$ cat src/rtl/mul_seq_pkg.sv
// mul_seq_pkg: shared types and defaults for the repeated-addition multiplier
// controller.
//   state_e      - controller state encoding (3 bits, fixed values)
//   CW_DEF       - default iteration counter / B counter width
//   MAX_ITER_DEF - default watchdog limit on RUN iterations
package mul_seq_pkg;

  localparam int          CW_DEF       = 16;
  localparam int unsigned MAX_ITER_DEF = 32'h0000_FFFF;

  typedef enum logic [2:0] {
    ST_IDLE   = 3'd0,
    ST_LOAD_A = 3'd1,
    ST_LOAD_B = 3'd2,
    ST_RUN    = 3'd3,
    ST_DONE   = 3'd4,
    ST_ERR    = 3'd5
  } state_e;

endpackage

$ cat src/rtl/mul_seq_ctrl_if.sv
// mul_seq_ctrl_if: command/status and datapath-strobe bundle of the multiplier
// controller.
//   start, abort, res_ack - requests from the consumer
//   eqz                   - B counter == 0, from the datapath comparator
//   ldA, ldB, clrP, ldP, decB - datapath strobes from the controller
//   busy, done, err, iter_cnt - status from the controller
// Modports:
//   master - the controller (drives strobes and status)
//   slave  - the environment: consumer plus datapath
interface mul_seq_ctrl_if #(
  parameter int CW = 16
);

  logic          start;
  logic          abort;
  logic          res_ack;
  logic          eqz;
  logic          ldA;
  logic          ldB;
  logic          clrP;
  logic          ldP;
  logic          decB;
  logic          busy;
  logic          done;
  logic          err;
  logic [CW-1:0] iter_cnt;

  modport master (
    input  start, abort, res_ack, eqz,
    output ldA, ldB, clrP, ldP, decB, busy, done, err, iter_cnt
  );

  modport slave (
    output start, abort, res_ack, eqz,
    input  ldA, ldB, clrP, ldP, decB, busy, done, err, iter_cnt
  );

endinterface

$ cat src/rtl/mul_seq_ctrl_iter_wdog.sv
// iter_wdog: iteration counter with a registered limit compare.
//   clk, rst_n - clock, synchronous active-low reset
//   clr        - clear the count to 0 (takes priority over inc)
//   inc        - add one to the count
//   cnt        - current iteration count
//   at_max     - registered flag, 1 exactly when cnt == MAX_ITER
module iter_wdog #(
  parameter int          CW       = 16,
  parameter int unsigned MAX_ITER = 32'h0000_FFFF
) (
  input  logic          clk,
  input  logic          rst_n,
  input  logic          clr,
  input  logic          inc,
  output logic [CW-1:0] cnt,
  output logic          at_max
);

  localparam logic [CW-1:0] MAX_C = CW'(MAX_ITER);

  logic [CW-1:0] cnt_inc;

  assign cnt_inc = cnt + 1'b1;

  // at_max is computed from the value being written so it tracks cnt with no
  // extra cycle of lag, while keeping the compare off the FSM's decode path.
  always_ff @(posedge clk) begin
    // NOTE: state registers use non-blocking assignments so every flop samples
    // pre-edge values, independent of statement or process order.
    if (!rst_n) begin
      cnt    <= '0;
      at_max <= 1'b0;
    end else if (clr) begin
      cnt    <= '0;
      at_max <= (MAX_C == '0);
    end else if (inc) begin
      cnt    <= cnt_inc;
      at_max <= (cnt_inc == MAX_C);
    end
  end

endmodule

$ cat src/rtl/mul_seq_ctrl.sv
// mul_seq_ctrl: controller FSM for a repeated-addition multiplier datapath.
// Loads A then B from the shared bus, clears P with the B load, then runs
// P <= P + A while decrementing B until B == 0. A watchdog ends the loop in
// ERR after MAX_ITER iterations without reaching B == 0.
//   clk   - rising-edge clock
//   rst_n - synchronous active-low reset
//   bus   - mul_seq_ctrl_if.master: requests in, datapath strobes and status out
module mul_seq_ctrl
  import mul_seq_pkg::*;
#(
  parameter int          CW       = CW_DEF,
  parameter int unsigned MAX_ITER = MAX_ITER_DEF
) (
  input  logic                  clk,
  input  logic                  rst_n,
  mul_seq_ctrl_if.master        bus
);

  state_e state, state_nxt;
  logic   cnt_clr, cnt_inc, at_max;

  iter_wdog #(
    .CW       (CW),
    .MAX_ITER (MAX_ITER)
  ) u_wdog (
    .clk    (clk),
    .rst_n  (rst_n),
    .clr    (cnt_clr),
    .inc    (cnt_inc),
    .cnt    (bus.iter_cnt),
    .at_max (at_max)
  );

  always_ff @(posedge clk) begin
    if (!rst_n) state <= ST_IDLE;
    else        state <= state_nxt;
  end

  always_comb begin
    // NOTE: every output gets a default before the case so no path leaves a
    // signal unassigned, which would otherwise infer a latch.
    state_nxt = state;
    bus.ldA   = 1'b0;
    bus.ldB   = 1'b0;
    bus.clrP  = 1'b0;
    bus.ldP   = 1'b0;
    bus.decB  = 1'b0;
    cnt_clr   = 1'b0;
    cnt_inc   = 1'b0;

    // Reset and abort suppress every strobe in the cycle they are seen, so a
    // cancelled operation leaves the datapath exactly as it was.
    if (!rst_n || bus.abort) begin
      state_nxt = ST_IDLE;
    end else begin
      unique case (state)
        ST_IDLE:   if (bus.start) state_nxt = ST_LOAD_A;
        ST_LOAD_A: begin
          bus.ldA   = 1'b1;
          state_nxt = ST_LOAD_B;
        end
        ST_LOAD_B: begin
          bus.ldB   = 1'b1;
          bus.clrP  = 1'b1;
          cnt_clr   = 1'b1;
          state_nxt = ST_RUN;
        end
        ST_RUN: begin
          // eqz wins over the watchdog so B == MAX_ITER still finishes in DONE.
          if (bus.eqz) begin
            state_nxt = ST_DONE;
          end else if (at_max) begin
            state_nxt = ST_ERR;
          end else begin
            bus.ldP  = 1'b1;
            bus.decB = 1'b1;
            cnt_inc  = 1'b1;
          end
        end
        ST_DONE:   if (bus.res_ack) state_nxt = ST_IDLE;
        ST_ERR:    if (bus.res_ack) state_nxt = ST_IDLE;
        default:   state_nxt = ST_IDLE;
      endcase
    end
  end

  assign bus.busy = (state == ST_LOAD_A) || (state == ST_LOAD_B) || (state == ST_RUN);
  assign bus.done = (state == ST_DONE);
  assign bus.err  = (state == ST_ERR);

endmodule

$ cat src/flat_wrapper.sv
// flat-port wrapper written by rule: the top's interface ports become plain ports
module mul_seq_ctrl_flat import mul_seq_pkg::*;
#(
  parameter int          CW       = CW_DEF,
  parameter int unsigned MAX_ITER = MAX_ITER_DEF
)
  (clk, rst_n, bus_start, bus_abort, bus_res_ack, bus_eqz, bus_ldA, bus_ldB, bus_clrP, bus_ldP, bus_decB, bus_busy, bus_done, bus_err, bus_iter_cnt);
  mul_seq_ctrl_if #(.CW(CW)) bus_i ();
  input  logic clk;
  input  logic rst_n;
  input wire logic [$bits(bus_i.start)-1:0] bus_start;
  input wire logic [$bits(bus_i.abort)-1:0] bus_abort;
  input wire logic [$bits(bus_i.res_ack)-1:0] bus_res_ack;
  input wire logic [$bits(bus_i.eqz)-1:0] bus_eqz;
  output wire logic [$bits(bus_i.ldA)-1:0] bus_ldA;
  output wire logic [$bits(bus_i.ldB)-1:0] bus_ldB;
  output wire logic [$bits(bus_i.clrP)-1:0] bus_clrP;
  output wire logic [$bits(bus_i.ldP)-1:0] bus_ldP;
  output wire logic [$bits(bus_i.decB)-1:0] bus_decB;
  output wire logic [$bits(bus_i.busy)-1:0] bus_busy;
  output wire logic [$bits(bus_i.done)-1:0] bus_done;
  output wire logic [$bits(bus_i.err)-1:0] bus_err;
  output wire logic [$bits(bus_i.iter_cnt)-1:0] bus_iter_cnt;
  assign bus_i.start = bus_start;
  assign bus_i.abort = bus_abort;
  assign bus_i.res_ack = bus_res_ack;
  assign bus_i.eqz = bus_eqz;
  assign bus_ldA = bus_i.ldA;
  assign bus_ldB = bus_i.ldB;
  assign bus_clrP = bus_i.clrP;
  assign bus_ldP = bus_i.ldP;
  assign bus_decB = bus_i.decB;
  assign bus_busy = bus_i.busy;
  assign bus_done = bus_i.done;
  assign bus_err = bus_i.err;
  assign bus_iter_cnt = bus_i.iter_cnt;
  mul_seq_ctrl #(.CW(CW), .MAX_ITER(MAX_ITER)) u_core (.clk(clk), .rst_n(rst_n), .bus(bus_i));
endmodule
$ cat config.mk
export PLATFORM = sky130hd
export DESIGN_NAME = mul_seq_ctrl_flat
export DESIGN_NICKNAME = d
export VERILOG_FILES = /design/src/rtl/mul_seq_pkg.sv /design/src/rtl/mul_seq_ctrl_if.sv /design/src/rtl/mul_seq_ctrl_iter_wdog.sv /design/src/rtl/mul_seq_ctrl.sv /design/src/flat_wrapper.sv
export SDC_FILE = /design/constraint.sdc
export NUM_CORES = 1
export LEC_CHECK = 0
export ABC_CLOCK_PERIOD_IN_PS = 2570
export CORE_UTILIZATION = 51
export DETAILED_ROUTE_END_ITERATION = 8
export PLACE_DENSITY = 0.92
export SLEW_MARGIN = 20
export SYNTH_ARGS = -nofsm -noshare
export SYNTH_HDL_FRONTEND = slang
export SYNTH_SLANG_ARGS = --single-unit
$ cat constraint.sdc
create_clock -name clk -period 2.57 [get_ports clk]
set_clock_uncertainty 0.1 [all_clocks]
set_input_delay 0.3855 -clock clk [delete_from_list [all_inputs] [get_ports clk]]
set_output_delay 0.3855 -clock clk [all_outputs]
set_load 0.03 [all_outputs]
# ---- Yosys cells after proc, flatten, opt, wreduce, memory -nomap -nowiden
# Index checks and enable logic that the tools add are counted.
# Widths: inputs -> output; s select.
dict set report totals {
  register_bits 20
  input_bits 6
  output_inout_bits 24
  word_cells 36
}
dict set report classes {
  add_sub_neg 1
  n_eq_ne 9
  muxes 13
  bitwise_logic 1
  n_reduce_logical 9
}
# op n
set op_table {}
lappend op_table {{$add 16x1->16 const B} 1}
lappend op_table {{$eq 16x16->1 const B} 1}
lappend op_table {{$pmux 3 s5} 1}
lappend op_table {{$mux 3} 4}
lappend op_table {{$mux 1} 8}
lappend op_table {{$eq 3x2->1 const B} 2}
lappend op_table {{$eq 3x3->1 const B} 2}
lappend op_table {{$reduce_or 2->1} 3}
lappend op_table {{$eq 3x1->1 const B} 1}
lappend op_table {{$logic_not 3->1} 1}
lappend op_table {{$logic_or 1x1->1} 3}
lappend op_table {{$ne 3x3->1 const B} 1}
lappend op_table {{$reduce_and 3->1} 1}
lappend op_table {{$ne 2x1->1 const B} 1}
lappend op_table {{$ne 2x2->1 const B} 1}
lappend op_table {{$logic_not 1->1} 1}
lappend op_table {{$not 1->1} 1}

# ---- Longest topological paths before layout
dict set report logic_depth {
  word_depth 4
  mapped_depth 7
  depth_no_buf 6
}

# ---- Hierarchy
# From an unflattened synthesis, not the netlist that was laid out.
dict set report hier_totals {
  hier_cells 142
  area_unflattened_um2 1194.9
}
# module n_inst cells_per_inst area_each_um2 seq_area_each_um2
set by_module_without_submodules {}
lappend by_module_without_submodules {iter_wdog 1 115 969.7 340.3}
lappend by_module_without_submodules {mul_seq_ctrl 1 27 225.2 60.1}

# ---- Least setup slack after synthesis
# No wires, ideal clock.
dict set report synth_timing {
  kind {input to output}
  start {input bus_abort}
  end {output bus_ldA}
  arrival_ns 1.615
  slack_ns 0.469
  path_stages 3
  path_buffers 1
  path_cell_list {or3b_1 buf_6 nor3b_1}
}
dict set report synth_via {
  elab_chain_cells 2
}
# item line
set synth_rtl {}
lappend synth_rtl {{start: declaration} flat_wrapper.sv:12} ;# input wire logic [$bits(bus_i.abort)-1:0] bus_abort;
lappend synth_rtl {{$logic_or 1x1->1} mul_seq_ctrl.sv:53} ;# if (!rst_n || bus.abort) begin
lappend synth_rtl {{$mux 1} mul_seq_ctrl.sv:53}
lappend synth_rtl {{end: declaration} flat_wrapper.sv:15} ;# output wire logic [$bits(bus_i.ldA)-1:0] bus_ldA;
# No other way between the ends.

# ---- Final worst setup path
dict set report layout_timing {
  start {input rst_n}
  end {output bus_ldP}
}
dict set report layout_via {
  elab_chain_cells 3
}
# item line
set layout_rtl {}
lappend layout_rtl {{start: declaration} flat_wrapper.sv:10} ;# input logic rst_n;
lappend layout_rtl {{$logic_not 1->1} --}
lappend layout_rtl {{$logic_or 1x1->1} mul_seq_ctrl.sv:53}
lappend layout_rtl {{$mux 1} mul_seq_ctrl.sv:53}
lappend layout_rtl {{end: declaration} flat_wrapper.sv:18} ;# output wire logic [$bits(bus_i.ldP)-1:0] bus_ldP;
# No other way between the ends.

==> results <==
## stage by stage
stage / total power, mW / util [%] / instance area [um^2]
final: 0.605 / 71.0 / 1440
after global routing: 0.627 / 71.0 / 1440
after CTS: 0.608 / 71.0 / 1440
after detailed placement: 0.351 / 68.4 / 1380
after global placement: 0.350 / 68.4 / 1380
after floorplan: 0.341 / - / 1130
## logic make-up after synthesis
family,after synthesis
xor+xnor,17
flops,20
fa+ha+maj,2
compound gates,10
simple gates,71
buf+inv,12
## critical path: cells and delay by family
kind,cells,cell delay [ns]
and+or+nand+nor,2,0.68
buffers and inverters,3,0.92
## Yosys cell counts
library cell	number	area, um^2
clkbuf_2	2	10.0
o211a_1	1	10.0
nor2_2	2	12.5
o22ai_1	2	12.5
or4_1	1	7.51
and3_2	1	7.51
nor2_1	22	82.6
a2bb2oi_1	1	8.76
a211oi_1	2	15.0
or3_1	1	6.26
xnor2_1	3	26.3
nand4_1	9	56.3
nand2_1	10	37.5
or3b_1	1	8.76
ha_1	2	25.0
nand2b_1	1	6.26
and2_1	2	12.5
buf_6	3	33.8
buf_4	3	22.5
or2b_1	1	7.51
and4_1	1	8.76
a21oi_1	2	10.0
nand4bb_4	1	27.5
nor4_4	1	21.3
a41oi_1	1	8.76
inv_1	4	15.0
dfxtp_1	20	400
nor4_1	3	18.8
nor3b_1	4	30.0
xor2_1	14	123
nor3_1	3	15.0
o21ai_0	1	5.00
nand3_1	5	25.0
and3_1	2	12.5
## routing by layer
layer	vias to the layer above	part of all wire, %	track usage, %
li1	509	-	-
met1	487	43	27.9
met2	37	49	39.7
met3	7	5.4	4.05
met4	0	2.2	13.2
met5	-	0	0
## final cells by class
cell class                      count  area, um^2  area share (%)
Multi-Input combinational cell    100         648            45.2
Sequential cell                    20         400            27.9
Timing Repair Buffer               30         285            19.9
Tap cell                           27        33.8            2.35
Clock inverter                      1        30.0            2.09
Clock buffer                        3        22.5            1.57
Inverter                            4        15.0            1.05
## registers in the layout, indices dropped and copies added, names as in the netlist
signal	flops
u_core.u_wdog.cnt	16
u_core.state	3
u_core.u_wdog.at_max	1
## cells in the final DEF, fill, tap and decap left out, types with 3 or more instances in the layout
| master | n |
|---|---|
| inv_1 | 4 |
| buf_4 | 6 |
| dfxtp_1 | 20 |
| nor4_1 | 3 |
| nand3_1 | 5 |
| nand2_1 | 10 |
| clkdlybuf4s50_1 | 24 |
| nor3_1 | 3 |
| nor3b_1 | 4 |
| clkbuf_4 | 3 |
| xor2_1 | 14 |
| nor2_1 | 22 |
| xnor2_1 | 3 |
| nand4_1 | 9 |
## how the worst max path moves through the flow
stage	cells past startpoint	to	slack [ns]
2_1_floorplan	3	bus_ldA	0.47
3_3_place_gp	6	u_core.u_wdog.cnt[14]	0.15
3_5_place_dp	6	u_core.u_wdog.cnt[14]	0.03
4_1_cts	5	bus_decB	0.10
5_1_grt	5	bus_ldP	0.03
6_report	5	bus_ldP	0.1
## power groups by stage
stage	combinational, mW	clock, mW	sequential (mW)
2_1_floorplan	0.0210	0	0.320
3_3_place_gp	0.0296	0	0.321
3_5_place_dp	0.0302	0	0.321
4_1_cts	0.0304	0.264	0.314
5_1_grt	0.0324	0.280	0.315
6_report	0.0302	0.261	0.314
==> impl_metrics.py <==
metrics = {
    "run_status": {
        "status": "finished, final reports clean",
    },
    "critical_path": {
        "criticalPathCategory": "input pin to output pin",
        "crit_path_start": "rst_n",
        "required_ns": 2.08,
        "cp.arrival_ns": 1.99,
        "worstRegToRegCells": 6,
        "cp_slowest_cell": "clkdlybuf4s50_1",
        "max_stage_delay_ns": 0.53,
        "reg2reg_setup_slack_ns": 0.52,
        "r2r-start": "u_core.u_wdog.cnt[0]",
        "critPathCaptureType": "output pin",
        "start_kind": "input pin",
        "cp_max_fo": 13,
        "cp_common_cell": "buf_4",
        "reg2reg_to": "u_core.u_wdog.cnt[14]",
        "crit_path_cell_trace": "clkdlybuf4s50_1 -> or3b_1 -> nor2_1 -> buf_4 -> buf_4",
    },
    "die": {
        "rows": 16,
        "dieArea_um2": 2410,
        "num_io_pins": 30,
        "initial_utilization_pct": 55.9,
        "core_um2": 2020,
        "die_w_um": 49.1,
        "die_h_um": 49.1,
    },
    "yosys": {
        "syn-cell-area_um2": 1130,
        "syn-num-nets": 140,
        "synthMuxAreaShare_pct": 0,
        "ys_ff_latch": 20,
        "post_synth_num_cell_types": 34,
        "synth-xor-area-share_pct": 13.2,
        "synth_compound_area_share_pct": 6.20,
        "synth-simple-area-share_pct": 35.8,
        "yosysSeqAreaShare_pct": 35.4,
        "synth_top_family_by_area": "simple AND/OR/NAND/NOR gates",
        "synth_area_per_cell_um2": 8.56,
        "netlist_instances": 132,
        "yosys.area_share.adder_pct": 2.21,
        "synth_warnings": 0,
    },
    "routing": {
        "wl_per_cell_um": 13.5,
        "routed_wl_mm": 2.49,
        "drt_iter0_markers": 23,
        "drt_pass1_iterations": 4,
        "viasPerCell": 5.62,
        "vias": 1040,
        "drc": 0,
        "postRouteAntennaNets": 0,
    },
    "clocking": {
        "clk_pin_slew_ns": 0.11,
        "cts_tree": "done",
        "htree_levels": 1,
        "worst_skew_pair.late_latency_ns": 0.32,
        "hold_buffers": 0,
        "clockBufferDepth": 2,
        "numCtsBuffers": 3,
        "cts.repair.resized": 0,
        "clock_sinks": 20,
        "clockRootBuffer": "clkbuf_4",
        "cts_setup_buffers": 0,
    },
    "grt": {
        "gr-total-overflow": 0,
        "track_usage_pct": 23.5,
        "grt_max_degree": 17,
        "grt_pass1_vias": 998,
        "antenna_found_initial": 0,
        "grt_pass1_wl_mm": 4.40,
    },
    "cells_and_area": {
        "final_nets": 167,
        "stdcell_count": 185,
        "fillers": 168,
        "drive_gt1_share_pct": 9.49,
        "layout-area-overhead-vs-synth_pct": 27.0,
        "antenna_cells": 0,
    },
    "timing": {
        "tns_ns": 0,
        "rsz0062_at_grt": "false",
        "hold-worst-slack_ns": 0.464,
        "min_period_ns": 2.47,
        "slew_headroom_pct": 62.7,
        "min_period_over_period_pct": 96.3,
        "setup_viol": 0,
        "tightest_slew_ns": 0.559,
        "report.final.slew_viol_count": 0,
        "hold_viol_final": 0,
        "setup_ws_ns": 0.0957,
        "fmax_ghz": 0.404,
    },
    "power": {
        "pwr-share-comb_pct": 5.0,
        "pwr-share-clk_pct": 43.1,
        "leakage_nw": 0.519,
        "switchingPower_mw": 0.122,
        "switching_share_pct": 20.1,
        "seq_power_share_pct": 51.9,
        "intPower_mw": 0.483,
        "p_per_area_nw_per_um2": 422,
        "ir_drop_mv": 0.479,
    },
    "placement": {
        "gp_congestion": 0.810,
        "dpl_worst_slack_ns": 0.0316,
        "hpwl_mm": 1.78,
        "placed_cells": 181,
        "io_buffers": 29,
    },
    "flow_run": {
        "maxCapViolCount": 0,
    },
    "hold_path": {
        "min_to": "u_core.u_wdog.cnt[15]",
        "min_path_cells": 2,
        "hold_class": "register to register",
        "hp-start": "u_core.u_wdog.cnt[15]",
    },
}
Note: power is estimated with default switching activity, not from simulation.
